===== config.mk =====
export PLATFORM = sky130hd
export DESIGN_NAME = cirno9_memarb
export DESIGN_NICKNAME = d
export VERILOG_FILES = /design/src/rtl/cirno9_memarb.sv
export SDC_FILE = /design/constraint.sdc
export NUM_CORES = 1
export LEC_CHECK = 0
export BUFFER_PORTS_ARGS = -buffer_cell sky130_fd_sc_hd__buf_2
export CAP_MARGIN = 20
export CORE_AREA = 2 2 137 139
export DETAILED_ROUTE_END_ITERATION = 10
export DIE_AREA = 0 0 139 141
export GPL_TIMING_DRIVEN = 0
export PLACE_DENSITY = 0.55
export SLEW_MARGIN = 20
export SYNTH_ARGS = -nofsm -noshare
export SYNTH_HDL_FRONTEND = slang
export SYNTH_SLANG_ARGS = --single-unit

===== constraint.sdc =====
create_clock -name clk -period 3.4 [get_ports clk]
set_input_delay 0.34 -clock clk [delete_from_list [all_inputs] [get_ports clk]]
set_output_delay 0.34 -clock clk [all_outputs]
set_load 0.01 [all_outputs]

===== src/rtl/cirno9_memarb.sv =====
// cirno9_memarb: N-channel arbiter in front of the single-port SRAM.
// Fixed-priority or round-robin grant, combinational SRAM command path,
// and a latency-matched tag pipeline that routes read data back to its requester.
module cirno9_memarb #(
  parameter int unsigned NCH     = 3,
  parameter int unsigned AW      = 32,
  parameter int unsigned DW      = 32,
  parameter int unsigned RD_LAT  = 1,
  parameter int unsigned RR_MODE = 1
) (
  input  logic                    clk,
  input  logic                    rst,
  input  logic [NCH-1:0]          i_req_val,
  output logic [NCH-1:0]          o_req_rdy,
  input  logic [NCH*AW-1:0]       i_req_adr,
  input  logic [NCH*DW-1:0]       i_req_wdat,
  input  logic [NCH*(DW/8)-1:0]   i_req_wen,
  input  logic [NCH-1:0]          i_req_ren,
  output logic [NCH-1:0]          o_rsp_val,
  output logic [DW-1:0]           o_rsp_rdat,
  output logic [NCH-1:0]          o_err,
  output logic                    o_sram_ren,
  output logic [DW/8-1:0]         o_sram_wen,
  output logic [AW-1:0]           o_sram_adr,
  output logic [DW-1:0]           o_sram_wdat,
  input  logic                    i_sram_rdy,
  input  logic [DW-1:0]           i_sram_rdat
);
  localparam int unsigned BW = DW / 8;
  localparam int unsigned PW = (NCH > 1) ? $clog2(NCH) : 1;
  localparam int unsigned CW = PW + 1;

  logic [PW-1:0]             ptr;
  logic [PW-1:0]             base_c;
  logic [PW-1:0]             gidx_c;
  logic [CW-1:0]             cand_c;
  logic                      found_c;
  logic                      xfer_c;
  logic                      sel_ren_c;
  logic [BW-1:0]             sel_wen_c;
  logic [NCH-1:0]            grant_c;
  logic [RD_LAT-1:0]         tag_vld;
  logic [RD_LAT-1:0][PW-1:0] tag_id;

  // Pick the first valid channel starting at the rotating base (channel 0 in fixed mode)
  always_comb begin
    base_c  = (RR_MODE != 0) ? ptr : '0;
    found_c = 1'b0;
    gidx_c  = '0;
    cand_c  = '0;
    grant_c = '0;
    for (int unsigned i = 0; i < NCH; i++) begin
      cand_c = CW'(base_c) + CW'(i);
      if (cand_c >= CW'(NCH)) cand_c = cand_c - CW'(NCH);
      if (!found_c && i_req_val[cand_c[PW-1:0]]) begin
        found_c = 1'b1;
        gidx_c  = cand_c[PW-1:0];
      end
    end
    // A lone channel is always granted so its ready tracks the SRAM alone
    if (NCH == 1) grant_c = '1;
    else if (found_c) grant_c[gidx_c] = 1'b1;
    o_req_rdy = grant_c & {NCH{i_sram_rdy}};
    xfer_c    = found_c & i_sram_rdy;
  end

  // Route the granted channel's command to the SRAM; strobes only fire on a transfer
  always_comb begin
    o_sram_adr  = i_req_adr[AW-1:0];
    o_sram_wdat = i_req_wdat[DW-1:0];
    sel_wen_c   = i_req_wen[BW-1:0];
    sel_ren_c   = i_req_ren[0];
    for (int unsigned k = 0; k < NCH; k++) begin
      if (gidx_c == PW'(k)) begin
        o_sram_adr  = i_req_adr[k*AW +: AW];
        o_sram_wdat = i_req_wdat[k*DW +: DW];
        sel_wen_c   = i_req_wen[k*BW +: BW];
        sel_ren_c   = i_req_ren[k];
      end
    end
    // Write wins when a request carries both read and write enables
    o_sram_wen = xfer_c ? sel_wen_c : '0;
    o_sram_ren = xfer_c & sel_ren_c & ~(|sel_wen_c);
    o_err      = (xfer_c & sel_ren_c & (|sel_wen_c)) ? grant_c : '0;
  end

  // Round-robin pointer moves past the channel that just transferred
  always_ff @(posedge clk or posedge rst) begin
    if (rst) begin
      ptr <= '0;
    end else if ((RR_MODE != 0) && (NCH > 1) && xfer_c) begin
      ptr <= (gidx_c == PW'(NCH - 1)) ? '0 : gidx_c + PW'(1);
    end
  end

  // Tag shift register carrying the read requester's id alongside the SRAM latency
  always_ff @(posedge clk or posedge rst) begin
    if (rst) begin
      tag_vld <= '0;
      tag_id  <= '0;
    end else begin
      tag_vld[0] <= o_sram_ren;
      tag_id[0]  <= gidx_c;
      for (int unsigned i = 1; i < RD_LAT; i++) begin
        tag_vld[i] <= tag_vld[i-1];
        tag_id[i]  <= tag_id[i-1];
      end
    end
  end

  // Register the response: one-hot valid to the owner and the SRAM data beside it
  always_ff @(posedge clk or posedge rst) begin
    if (rst) begin
      o_rsp_val  <= '0;
      o_rsp_rdat <= '0;
    end else begin
      o_rsp_val <= tag_vld[RD_LAT-1] ? (NCH'(1) << tag_id[RD_LAT-1]) : '0;
      if (tag_vld[RD_LAT-1]) o_rsp_rdat <= i_sram_rdat;
    end
  end

endmodule


## Word-level counts from Yosys, hierarchy flattened

Index checks and enable logic that the tools add are counted.

| operators by class | value |
|---|---|
| add/sub/neg operators | 6 |
| $mul | 0 |
| divide/modulo/power cells | 0 |
| magnitude comparators | 8 |
| equality and inequality tests | 2 |
| shifts and indexed selects | 1 |
| multiplexer cells | 30 |
| bitwise gates (word level) | 6 |
| reductions and logical operators | 6 |

Operator list:

| kind | number |
|---|---|
| $mux 32 | 4 |
| $mux 2 | 7 |
| $lt 2x3->1 const B | 4 |
| $mux 4 | 3 |
| $mux 1 | 9 |
| $mux 3 | 3 |
| $bmux 1 s2 | 3 |
| $ge 3x2->1 const B | 2 |
| $sub 2x2->2 const B | 3 |
| $and 1x1->1 | 4 |
| $reduce_or 4->1 | 1 |
| $add 2x1->3 const B | 1 |
| $add 2x2->3 const B | 1 |
| $and 3x3->3 | 1 |
| $logic_and 1x1->1 | 3 |
| $shl 1x2->3 const A | 1 |
| $add 2x1->2 const B | 1 |
| $demux 1 s2 | 1 |
| $eq 2x1->1 const B | 1 |
| $eq 2x2->1 const B | 1 |
| $ge 2x1->1 const B | 1 |
| $ge 2x2->1 const B | 1 |
| $logic_not 1->1 | 2 |
| $not 1->1 | 1 |

| word-level totals | value |
|---|---|
| bits in registers | 40 |
| latch bits | 0 |
| memory bits (writable) | 0 |
| bits in read-only memories | 0 |
| bits of input ports | 245 |
| output and inout bits | 110 |
| word-level logic and storage cells | 64 |
| memories | 0 |

## Longest topological paths before layout

| logic depth | value |
|---|---|
| word-level depth | 17 |
| gate-level depth with buffers | 11 |
| depth with buffers taken out | 10 |

## Worst setup path after synthesis

No wires, ideal clock.

| timing | value |
|---|---|
| path type | reg2out |
| start point | register ptr[0], in the netlist base_c[0] |
| end point | output o_err[0] |
| data arrival time | 2.296 ns |
| data required time | 3.060 ns |
| setup slack | 0.764 ns |
| stages on the path, launching flop included | 10 |
| buffers on the path | 1 |
| cells stage by stage | dfrtp_1 inv_1 ha_1 inv_1 a32o_2 o32ai_4 buf_4 nor2_1 a311o_1 nor3_1 |

| on the way | value |
|---|---|
| cells in the longest elaborated chain, start to end | 17 |
| elaborated cells between the ends (all ways) | 44 |
| classes of those cells | 5 x add/sub; 5 x order compare; 2 x eq/ne; 23 x mux; 3 x bitwise; 6 x reduce/logical |

RTL lines:

| element | RTL line | text |
|---|---|---|
| from (decl) | 33 | `logic [PW-1:0] ptr;` |
| from (signal assigned) | 92 | `ptr <= (gidx_c == PW'(NCH - 1)) ? '0 : gidx_c + PW'(1);` |
| parallel branches: the longest is 16 deep, another holds $add 2x1->3 | n/a |  |
| $mux 3 (*) | 84 | `o_err = (xfer_c & sel_ren_c & (\|sel_wen_c)) ? grant_c : '0;` |
| to (decl) | 21 | `output logic [NCH-1:0] o_err,` |

Every way passes the cells marked *. The select of a mux whose other input is x is not followed.

## Worst setup path after layout

| timing | value |
|---|---|
| start point | register ptr[1], in the netlist base_c[1] |
| end point | output o_sram_wdat[24] |

| on the way | value |
|---|---|
| cells in the longest elaborated chain, start to end | 14 |
| elaborated cells between the ends (all ways) | 30 |
| classes of those cells | 5 x add/sub; 3 x order compare; 2 x eq/ne; 16 x mux; 4 x reduce/logical |

RTL lines:

| element | RTL line | text |
|---|---|---|
| parallel branches: the longest is 10 deep, another holds $add 2x1->3 | n/a |  |
| $mux 2 (*) | 55 | `if (!found_c && i_req_val[cand_c[PW-1:0]]) begin` |
| $eq 2x1->1 | 74 | `if (gidx_c == PW'(k)) begin` |
| $mux 32 | 74 |  |
| $mux 32 (*) | 74 |  |
| to (decl) | 25 | `output logic [DW-1:0] o_sram_wdat,` |

Marks and branches as above.

==> reports/qor.yml <==
global_routing:
  grt_max_degree: 27
  grt_pass1_wl_um: 21000
  grt_pass1_vias: 3845
  track_usage: 0.135
  globalRouteOverflowTotal: 0
  grt_antenna_before_repair: 1
cts:
  cts_root_buffer: "clkbuf_16"
  clockBufferDepth: 2
  numCtsBuffers: 5
  cts.clk_slew.worst_paths_ps: 60
  htree_levels: 2
  clkLatencyLatePin_ps: 280
  cts_tree: "done"
  clock_sinks: 40
routing:
  drt_iter0_drc: 151
  vias: 4172
  routed_wl_um: 14500
  wl_per_cell_um: 15.0
  drc: 0
  dr.pass1.iters: 4
  drt-vias-per-instance: 4.32
  ant_nets: 0
synth:
  ys_warn_count: 0
  synth_edf_count: 0
  synthFlopType: "dfrtp_1"
  mappedNetlistNets: 616
  syn_avg_cell_area_um2: 8.08
  netlist_instances: 367
  yosys_register_bits: 40
  synth.area.top_cells: "dfrtp_1, nand2_1, a22oi_1"
  yosysUniqueCellTypes: 43
  yosysSeqAreaShare: 0.338
  synth_top_area_cell: "dfrtp_1"
  synth_top_area_share: 0.338
  async_reset_ff_frac: 1.00
  netlist_area_um2: 2960
layout:
  syn_to_final_growth_pct: 80.1
  utilization: 0.292
  final_nets: 981
  n_antenna_cell: 0
  drive_gt1_frac: 0.593
sta:
  fin_skew_ps: 1.45
  final_max_slew_viol_count: 0
  hold_viol_final: 0
  fmax_ghz: 0.309
  setup_violations: 0
  layout_setup_ws_ps: 161
  fin_setup_tns_ps: 0
  tightest_slew_ps: 531
  relSlewSlack: 0.646
  whs_ps: 23.1
  min_period_over_period: 0.953
  finalCriticalPeriod_ps: 3240
flow_run:
  cap_viol_max_count: 0
critical_path:
  crit_slowest_cell: "dfrtp_2"
  rrSetupSlack_ps: 770
  critPathRequiredTime_ps: 3060
  end_kind: "output pin"
  reg2regPathDepth: 10
  critPathKind: "register to output pin"
  arrival_ps: 2900
  crit_fanout: 10
  crit_top_cell: "buf_2"
  crit_chain: "inv_1 > ha_1 > nor2b_1 > a32o_2 > o32ai_4 > inv_2 > clkbuf_4 > buf_2 > a22oi_1 > nand2_1 > buf_2"
  max_stage_delay_ps: 400
  crit_path_start_kind: "register"
die:
  initial_core_util: 0.162
  die_w_um: 139
  die_h_um: 141
  rows: 50
  core_area_um2: 18300
  die_area_um2: 19600
  ioPinCount: 355
power:
  p_leak_nw: 3.13
  switching_share: 0.492
  switchingPower_w: 0.00269
  intPower_w: 0.00278
  clockPowerShare: 0.109
  power_w: 0.00547
  pwr-share-comb: 0.747
  power_frac_seq: 0.144
  ir_worst_vdd_mv: 0.569
  powerDensity_nw_per_um2: 1020
place:
  hpwl_um: 12000
  port_buffers: 354
  dpl_worst_slack_ps: 49.1
  gp_congestion: 0.782
worst_hold_path:
  min-delay-path-class: "primary input to async pin"
run_status:
  status: "completed"
## per-stage QoR
stage	area, um2	instances
2_1_floorplan	2960	367
3_3_place_gp	5030	955
3_5_place_dp	5050	956
4_1_cts	5260	963
5_1_grt	5340	966
6_report	5340	966
## power by group through the flow
stage	clock network (W)	logic (W)	registers [W]
final	0.000598	0.00408	0.000785
after global routing	0.000635	0.00450	0.000819
after global placement	0	0.00394	0.000786
after CTS	0.000619	0.00403	0.000784
after detailed placement	0	0.00396	0.000794
after floorplan	0	0.00221	0.000884
## cell usage in the layout (no fill, tap or decap), types with 2 or more instances in the layout
cell / netlist / routed
nor3_1: 5 / 5
clkbuf_1: 7 / 3
buf_4: 1 / 4
nor2_1: 9 / 9
mux2i_1: 2 / 2
buf_2: 15 / 363
a21o_1: 2 / 2
buf_1: 4 / 3
clkbuf_4: 0 / 4
o2bb2ai_1: 2 / 2
ha_1: 4 / 3
bufinv_16: 0 / 2
inv_1: 7 / 6
a211oi_1: 2 / 2
o211a_1: 2 / 2
nor2b_1: 5 / 5
buf_6: 0 / 3
clkbuf_16: 0 / 5
a22oi_1: 64 / 64
dfrtp_1: 40 / 39
nand2_1: 135 / 133
inv_2: 2 / 3
clkbuf_2: 0 / 4
mux2_2: 32 / 32
nand2_2: 0 / 2
## per-layer routing
layer / GRT usage / share of wire / routed length, um / vias to the layer above
li1: - / - / - / 2031
met1: 0.175 / 0.42 / 6050 / 1909
met2: 0.233 / 0.50 / 7180 / 220
met3: 0.0248 / 0.073 / 1050 / 10
met4: 0.0319 / 0.011 / 163 / 2
met5: 0 / 0.00090 / 13 / -
## final timing paths
path                                      start         endpoint
worst max-delay path                  base_c[1]  o_sram_wdat[24]
worst min-delay path                        rst   o_rsp_rdat[13]
worst max register to register        base_c[1]          tag_vld
worst min register to register        tag_id[0]     o_rsp_val[2]
max in group asynchronous                   rst        base_c[1]
min in group clk                i_sram_rdat[27]   o_rsp_rdat[27]
## cell type report
class	instances	area (um2)
fillers	2002	12900
multi-input cells	291	1850
repair buffers	358	1810
inverters	9	33.8
well taps	234	293
plain buffers	27	159
clock inverters	2	60.1
flip-flops and latches	40	1000
clock buffers	5	125
## synth_stat cells, drive strengths merged, types with 3 or more instances
| master | count |
|---|---|
| o21ai | 3 |
| nand2 | 135 |
| dfrtp | 40 |
| clkbuf | 7 |
| nor2b | 5 |
| inv | 9 |
| ha | 4 |
| nor3 | 6 |
| mux2 | 32 |
| a22oi | 64 |
| nor2 | 9 |
| buf | 20 |
## cells by family (layout without fill, tap and decap cells)
| logic type | count (synthesis) | in the layout | share of synthesized area |
|---|---|---|---|
| and+or+nand+nor | 165 | 165 | 0.229 |
| AOI/OAI and AO/OA | 88 | 88 | 0.235 |
| DFF | 40 | 40 | 0.338 |
| buffers and inverters | 36 | 401 | 0.0532 |
| muxes | 34 | 34 | 0.128 |
| adders and majority gates | 4 | 4 | 0.0169 |
## state kept, by name (all words and copies together), names as in the netlist
name / flops
o_rsp_val: 3
tag_id: 2
tag_vld: 1
o_rsp_rdat: 32
base_c: 2
## critical path: cells and delay by family (launching register included)
| family | cells | cell delay [ps] |
|---|---|---|
| AO/OA/AOI/OAI | 3 | 870 |
| buffers and inverters | 5 | 810 |
| flip-flops | 1 | 400 |
| AND/OR/NAND/NOR | 2 | 290 |
| adder cells (fa/ha/maj) | 1 | 240 |
## repair_timing
item                                    in CTS  in global routing
buffers inserted                             0                  3
cloned                                       0                  0
pin swaps                                    0                  3
hold buffers                                 0                  0
gates resized for setup                      9                 17
endpoints found under the setup margin      51                 64
Note: power is estimated with default switching activity, not from simulation.
